## src/rtl/pkt_tx.sv

```systemverilog
// Credit-flow-controlled packet transmitter feeding one switch input link.
// Define PKT_TX_CNT_EN to add the 16-bit tx_cnt packet counter port.
module pkt_tx #(
    parameter int DATAW   = 16,
    parameter int DSTW    = 2,
    parameter int SRCW    = 2,
    parameter int SRC_ID  = 0,
    parameter int DEPTH   = 4,
    parameter int CREDITS = 4,
    parameter int GAP     = 0
) (
    input  logic                           clk,
    input  logic                           rst,
    input  logic                           in_valid,
    input  logic [DSTW-1:0]                in_dst,
    input  logic [DATAW-1:0]               in_data,
    output logic                           in_ready,
    input  logic                           credit,
    output logic [DATAW+DSTW+SRCW:0]       o,
    output logic                           busy,
    output logic                           cr_err
`ifdef PKT_TX_CNT_EN
    ,
    output logic [15:0]                    tx_cnt
`endif
);

    localparam int AW = $clog2(DEPTH);
    localparam int CW = $clog2(CREDITS + 1);
    localparam int OW = DATAW + DSTW + SRCW + 1;
    localparam logic [CW-1:0] CRED_MAX = CW'(CREDITS);
    localparam logic [3:0]    GAP_L    = 4'(GAP);

    typedef enum logic [1:0] {IDLE, SEND, WAIT} state_t;

    logic [DSTW+DATAW-1:0] r_mem [DEPTH];
    logic [AW:0]           r_wr_ptr;
    logic [AW:0]           r_rd_ptr;
    logic [CW-1:0]         r_cred;
    logic [3:0]            r_gap;
    logic [OW-1:0]         r_o;
    logic                  r_cr_err;
    state_t                r_state;

    logic                  w_full;
    logic                  w_empty;
    logic                  w_push;
    logic                  w_can_send;
    logic                  w_send;
    logic [DSTW+DATAW-1:0] w_head;

    // Extra pointer bit separates full (MSBs differ) from empty (all equal).
    assign w_full     = (r_wr_ptr[AW] != r_rd_ptr[AW]) &&
                        (r_wr_ptr[AW-1:0] == r_rd_ptr[AW-1:0]);
    assign w_empty    = (r_wr_ptr == r_rd_ptr);
    assign w_push     = in_valid && !w_full;
    assign w_can_send = !w_empty && (r_cred != '0);
    assign w_head     = r_mem[r_rd_ptr[AW-1:0]];

    // NOTE: always_comb assigns a default first so no path leaves w_send unassigned (no latch).
    always_comb begin
        w_send = 1'b0;
        case (r_state)
            IDLE:    w_send = w_can_send;
            SEND:    w_send = (GAP == 0) && w_can_send;
            WAIT:    w_send = (r_gap == 4'd1) && w_can_send;
            default: w_send = 1'b0;
        endcase
    end

    // NOTE: the storage array has no reset; validity is carried by the pointers alone.
    always_ff @(posedge clk) begin
        if (w_push) begin
            r_mem[r_wr_ptr[AW-1:0]] <= {in_dst, in_data};
        end
    end

    // NOTE: all sequential state uses non-blocking assignments so every flop samples pre-edge values.
    always_ff @(posedge clk or posedge rst) begin
        if (rst) begin
            r_wr_ptr <= '0;
            r_rd_ptr <= '0;
        end else begin
            if (w_push) r_wr_ptr <= r_wr_ptr + 1'b1;
            if (w_send) r_rd_ptr <= r_rd_ptr + 1'b1;
        end
    end

    always_ff @(posedge clk or posedge rst) begin
        if (rst) begin
            r_state <= IDLE;
            r_o     <= '0;
            r_gap   <= '0;
        end else begin
            r_o <= '0;
            if (w_send) begin
                r_o <= {1'b1, w_head[DSTW+DATAW-1:DATAW], SRCW'(SRC_ID), w_head[DATAW-1:0]};
            end
            case (r_state)
                IDLE: begin
                    if (w_send) r_state <= SEND;
                end
                SEND: begin
                    if (GAP == 0) begin
                        r_state <= w_send ? SEND : IDLE;
                    end else begin
                        r_gap   <= GAP_L;
                        r_state <= WAIT;
                    end
                end
                WAIT: begin
                    // Last idle cycle doubles as the IDLE decision, giving exactly GAP empty slots.
                    if (r_gap == 4'd1) begin
                        r_state <= w_send ? SEND : IDLE;
                    end else begin
                        r_gap <= r_gap - 4'd1;
                    end
                end
                default: r_state <= IDLE;
            endcase
        end
    end

    always_ff @(posedge clk or posedge rst) begin
        if (rst) begin
            r_cred   <= CRED_MAX;
            r_cr_err <= 1'b0;
        end else begin
            case ({credit, w_send})
                2'b10: begin
                    if (r_cred == CRED_MAX) r_cr_err <= 1'b1;
                    else                    r_cred   <= r_cred + 1'b1;
                end
                2'b01:   r_cred <= r_cred - 1'b1;
                default: r_cred <= r_cred;
            endcase
        end
    end

`ifdef PKT_TX_CNT_EN
    logic [15:0] r_tx_cnt;

    always_ff @(posedge clk or posedge rst) begin
        if (rst)         r_tx_cnt <= '0;
        else if (w_send) r_tx_cnt <= r_tx_cnt + 16'd1;
    end

    assign tx_cnt = r_tx_cnt;
`endif

    assign o        = r_o;
    assign in_ready = !w_full;
    assign busy     = !w_empty || (r_state != IDLE);
    assign cr_err   = r_cr_err;

endmodule

```

## config.mk

```make
export PLATFORM = sky130hd
export DESIGN_NAME = pkt_tx
export DESIGN_NICKNAME = d
export VERILOG_FILES = /design/src/rtl/pkt_tx.sv
export SDC_FILE = /design/constraint.sdc
export NUM_CORES = 1
export LEC_CHECK = 0
export BUFFER_PORTS_ARGS = -buffer_cell sky130_fd_sc_hd__buf_2
export CAP_MARGIN = 25
export CORE_MARGIN = 1.5
export CORE_UTILIZATION = 50
export DETAILED_ROUTE_END_ITERATION = 6
export GPL_TIMING_DRIVEN = 1
export PLACE_DENSITY_LB_ADDON = 0.1
export SLEW_MARGIN = 20
export SYNTH_ARGS = -nofsm -noshare
export SYNTH_HDL_FRONTEND = slang
export SYNTH_SLANG_ARGS = --single-unit
```

## constraint.sdc

```tcl
create_clock -name clk -period 5.42 [get_ports clk]
set_clock_uncertainty 0.05 [all_clocks]
set_input_delay 0.542 -clock clk [delete_from_list [all_inputs] [get_ports clk]]
set_output_delay 0.542 -clock clk [all_outputs]
set_load 0.02 [all_outputs]
```

==> run_results.csv <==
group,metric,value,unit
setup_path,slowest_delay,500,ps
place,place.gp.congestion,0.803,
synth,seq_area_frac_synth,0.731,
clock_network,htree_levels,3,
route,postRouteAntennaNets,0,
synth,synthesis.area,3990,sq um
synth,ys_types,40,
timing,setup_violations,0,
layout,final_nets,285,
timing,maxSlewViolCount,0,
layout,drive_gt1_frac,0.344,
route,via_per_inst,5.12,
clock_network,cts_sinks,102,
layout,fin_cells,364,
power_and_ir_drop,cellLeakagePower,0.00168,uW
timing,fin_crit,2760,ps
floorplanning,die_w,92.3,um
route,drc,0,
setup_path,path_class,"reg2reg",
floorplanning,core_area,7730,sq um
floorplanning,ios,46,
setup_path,arrival,2990,ps
power_and_ir_drop,ir_drop,0.236,mV
place,place_hpwl,3590,um
clock_network,cts.clk_slew.worst_paths,100,ps
global_routing,grt_usage,0.161,
setup_path,required,5660,ps
power_and_ir_drop,p_comb_frac,0.381,
floorplanning,initial_core_util,0.516,
setup_path,cpMaxStageDelayCell,"o32a_2",
synth,yosysWarnings,0,
synth,postSynthCellCount,208,
power_and_ir_drop,p_sw_frac,0.340,
clock_network,ctsResizeCount,0,
route,avgRoutedWirePerCell,16.8,um
route,route.vias.total,1863,
floorplanning,die_area,8520,sq um
place,place_inst,348,
clock_network,cts_tree,"done",
timing,fin_crit_sh,0.509,
route,drtIter0Drc,94,
setup_path,crit_path_start_kind,"register",
timing,worstMarginPinSlew,532,ps
timing,finalHoldViolations,0,
setup_path,cp_max_fo,23,
clock_network,cts_max_path_buffers,2,
global_routing,grt_first_pass_wirelength,9830,um
clock_network,numCtsBuffers,9,
setup_path,path_cells,"xor2_1, o32a_2, nand2b_1, fa_1, nor2b_1, nand4_1, a21boi_0, a221o_1",
floorplanning,rows,32,
route,wirelength,6110,um
route,drt_pre_antenna_iters,7,
global_routing,gr-total-overflow,0,
power_and_ir_drop,clkPwrFrac,0.175,
floorplanning,die_y,92.3,um
layout,diodes,0,
power_and_ir_drop,pwr-share-seq,0.444,
hold_path,hp-class,"in2async",
layout,final_util,0.579,
timing,relSlewSlack,0.645,
global_routing,grt_max_degree,31,
power_and_ir_drop,power.density,589,nW/um^2
timing,max_freq,363,MHz
setup_path,end_kind,"register",
layout,areaGrowthSynthToFinish,12.3,%
status,outcome,"finished clean",
clock_network,cts_setup_buffers,0,
place,io_buffers,43,
global_routing,antenna_found_initial,0,
clock_network,clk_latency,360,ps
timing,rsz0062_at_grt,"false",
flow_run,max_cap_viol_count,0,
power_and_ir_drop,netSwitchingPower,895,uW
synth,yosys_register_bits,102,
timing,fin_setup_tns,0,ps
clock_network,postCtsHoldBufs,0,
synth,avgSynthCellArea,19.2,sq um
power_and_ir_drop,power.internal,1740,uW
clock_network,cts_root_buf,"clkbuf_8",
global_routing,first_global_vias,1928,
-- flip-flops by register name (all words and copies together) (netlist names) --
signal / flops
r_rd_ptr: 3
cr_err: 1
r_state: 1
r_cred: 3
r_mem: 72
o: 19
r_wr_ptr: 3
-- cell families (layout without fill, tap and decap cells) --
kind of cell | after synthesis | after routing | share of synthesized area
muxes | 19 | 19 | 0.105
adders and majority gates | 6 | 6 | 0.0207
xor gates and xnor gates | 12 | 12 | 0.0301
other | 1 | 2 | 0.000941
and+or+nand+nor | 38 | 38 | 0.0584
buffers and inverters | 16 | 69 | 0.0239
DFF | 102 | 102 | 0.731
AOI/OAI and AO/OA | 14 | 14 | 0.0295
-- power groups by stage --
| stage | Clock (uW) | Sequential, uW | Combinational [uW] |
|---|---|---|---|
| 4_1_cts | 475 | 1170 | 1030 |
| 3_3_place_gp | 0 | 1180 | 1030 |
| 3_5_place_dp | 0 | 1190 | 1030 |
| 6_report | 461 | 1170 | 1000 |
| 5_1_grt | 505 | 1190 | 1120 |
| 2_1_floorplan | 0 | 1270 | 714 |
-- metrics by stage --
step | total power [uW] | area, sq um | hold slack [ps] | setup WS [ps]
after detailed placement | 2220 | 4290 | 404 | 2660
after CTS | 2680 | 4480 | 200 | 2640
after floorplan | 1980 | 3990 | 448 | 3160
final | 2640 | 4480 | 200 | 2660
after global placement | 2210 | 4290 | 400 | 2750
after global routing | 2810 | 4480 | 219 | 2420
-- worst paths after layout --
kind,start,end,slack (ps),cells after the start
setup reg to reg,r_wr_ptr[0],r_cred[2],2660,8
max in group asynchronous,rst,r_cred[2],4790,3
hold / removal,rst,o[20],200,3
min in group clk,in_data[4],r_mem[2][4],350,1
hold reg to reg,cr_err,cr_err,420,2
setup / recovery,r_wr_ptr[0],r_cred[2],2660,8
-- metal layers --
layer / vias up / global-route usage / routed length [um]
li1: 875 / - / -
met3: 9 / 0.0402 / 194
met2: 41 / 0.274 / 3210
met4: 0 / 0.0795 / 103
met1: 938 / 0.193 / 2600
met5: - / 0 / 0
-- layout make-up --
cell class / instances / area [sq um]
repair buffers: 46 / 238
clock buffers: 10 / 128
fillers: 606 / 3250
well taps: 102 / 128
inverters: 7 / 26.3
clock inverters: 6 / 62.6
flip-flops and latches: 102 / 2910
multi-input cells: 91 / 981
-- critical path, delay by kind of cell (launching register included) --
kind	cells	cell delay, ps
adders and majority gates	1	390
and+or+nand+nor	3	430
DFF	1	460
AOI/OAI and AO/OA	3	950
xor gates and xnor gates	1	400
-- placed cells by master, fill, tap and decap left out, types with 2 or more instances in the layout --
master,synthesis,final
edfxtp_1,72,72
buf_2,4,43
dfrtp_1,29,29
and2_1,19,19
mux4_2,18,18
clkbuf_8,0,9
inv_1,7,7
xor2_1,5,5
xnor2_1,5,5
ha_1,5,5
and2_2,3,3
nand2_1,3,3
o21ai_0,3,3
buf_4,2,3
or2_2,2,2
nand3_1,2,2
nor2_1,2,2
nor2b_1,2,2
conb_1,1,2
clkinv_1,0,2
clkinv_4,0,2
-- cell usage after synthesis --
master | n | area (sq um)
a211oi_1 | 1 | 7.51
a21boi_0 | 1 | 7.51
a21oi_1 | 1 | 5.00
a221o_1 | 1 | 10.0
a22o_1 | 1 | 8.76
and2_1 | 19 | 119
and2_2 | 3 | 22.5
and2_4 | 1 | 8.76
buf_2 | 4 | 20.0
buf_4 | 2 | 15.0
buf_6 | 3 | 33.8
conb_1 | 1 | 3.75
dfrtp_1 | 29 | 726
dfstp_2 | 1 | 26.3
edfxtp_1 | 72 | 2160
fa_1 | 1 | 20.0
ha_1 | 5 | 62.6
inv_1 | 7 | 26.3
mux2_4 | 1 | 15.0
mux4_2 | 18 | 405
nand2_1 | 3 | 11.3
nand2b_1 | 1 | 6.26
nand3_1 | 2 | 10.0
nand3_2 | 1 | 10.0
nand4_1 | 1 | 6.26
nor2_1 | 2 | 7.51
nor2b_1 | 2 | 12.5
nor4_1 | 1 | 6.26
o21ai_0 | 3 | 15.0
o22a_1 | 1 | 8.76
o311ai_0 | 1 | 8.76
o31a_4 | 1 | 17.5
o31ai_1 | 1 | 7.51
o32a_1 | 1 | 10.0
o32a_2 | 1 | 11.3
or2_2 | 2 | 12.5
xnor2_1 | 5 | 43.8
xnor2_2 | 1 | 16.3
xor2_1 | 5 | 43.8
xor2_2 | 1 | 16.3
No activity file was read; power rests on OpenSTA's default activity.
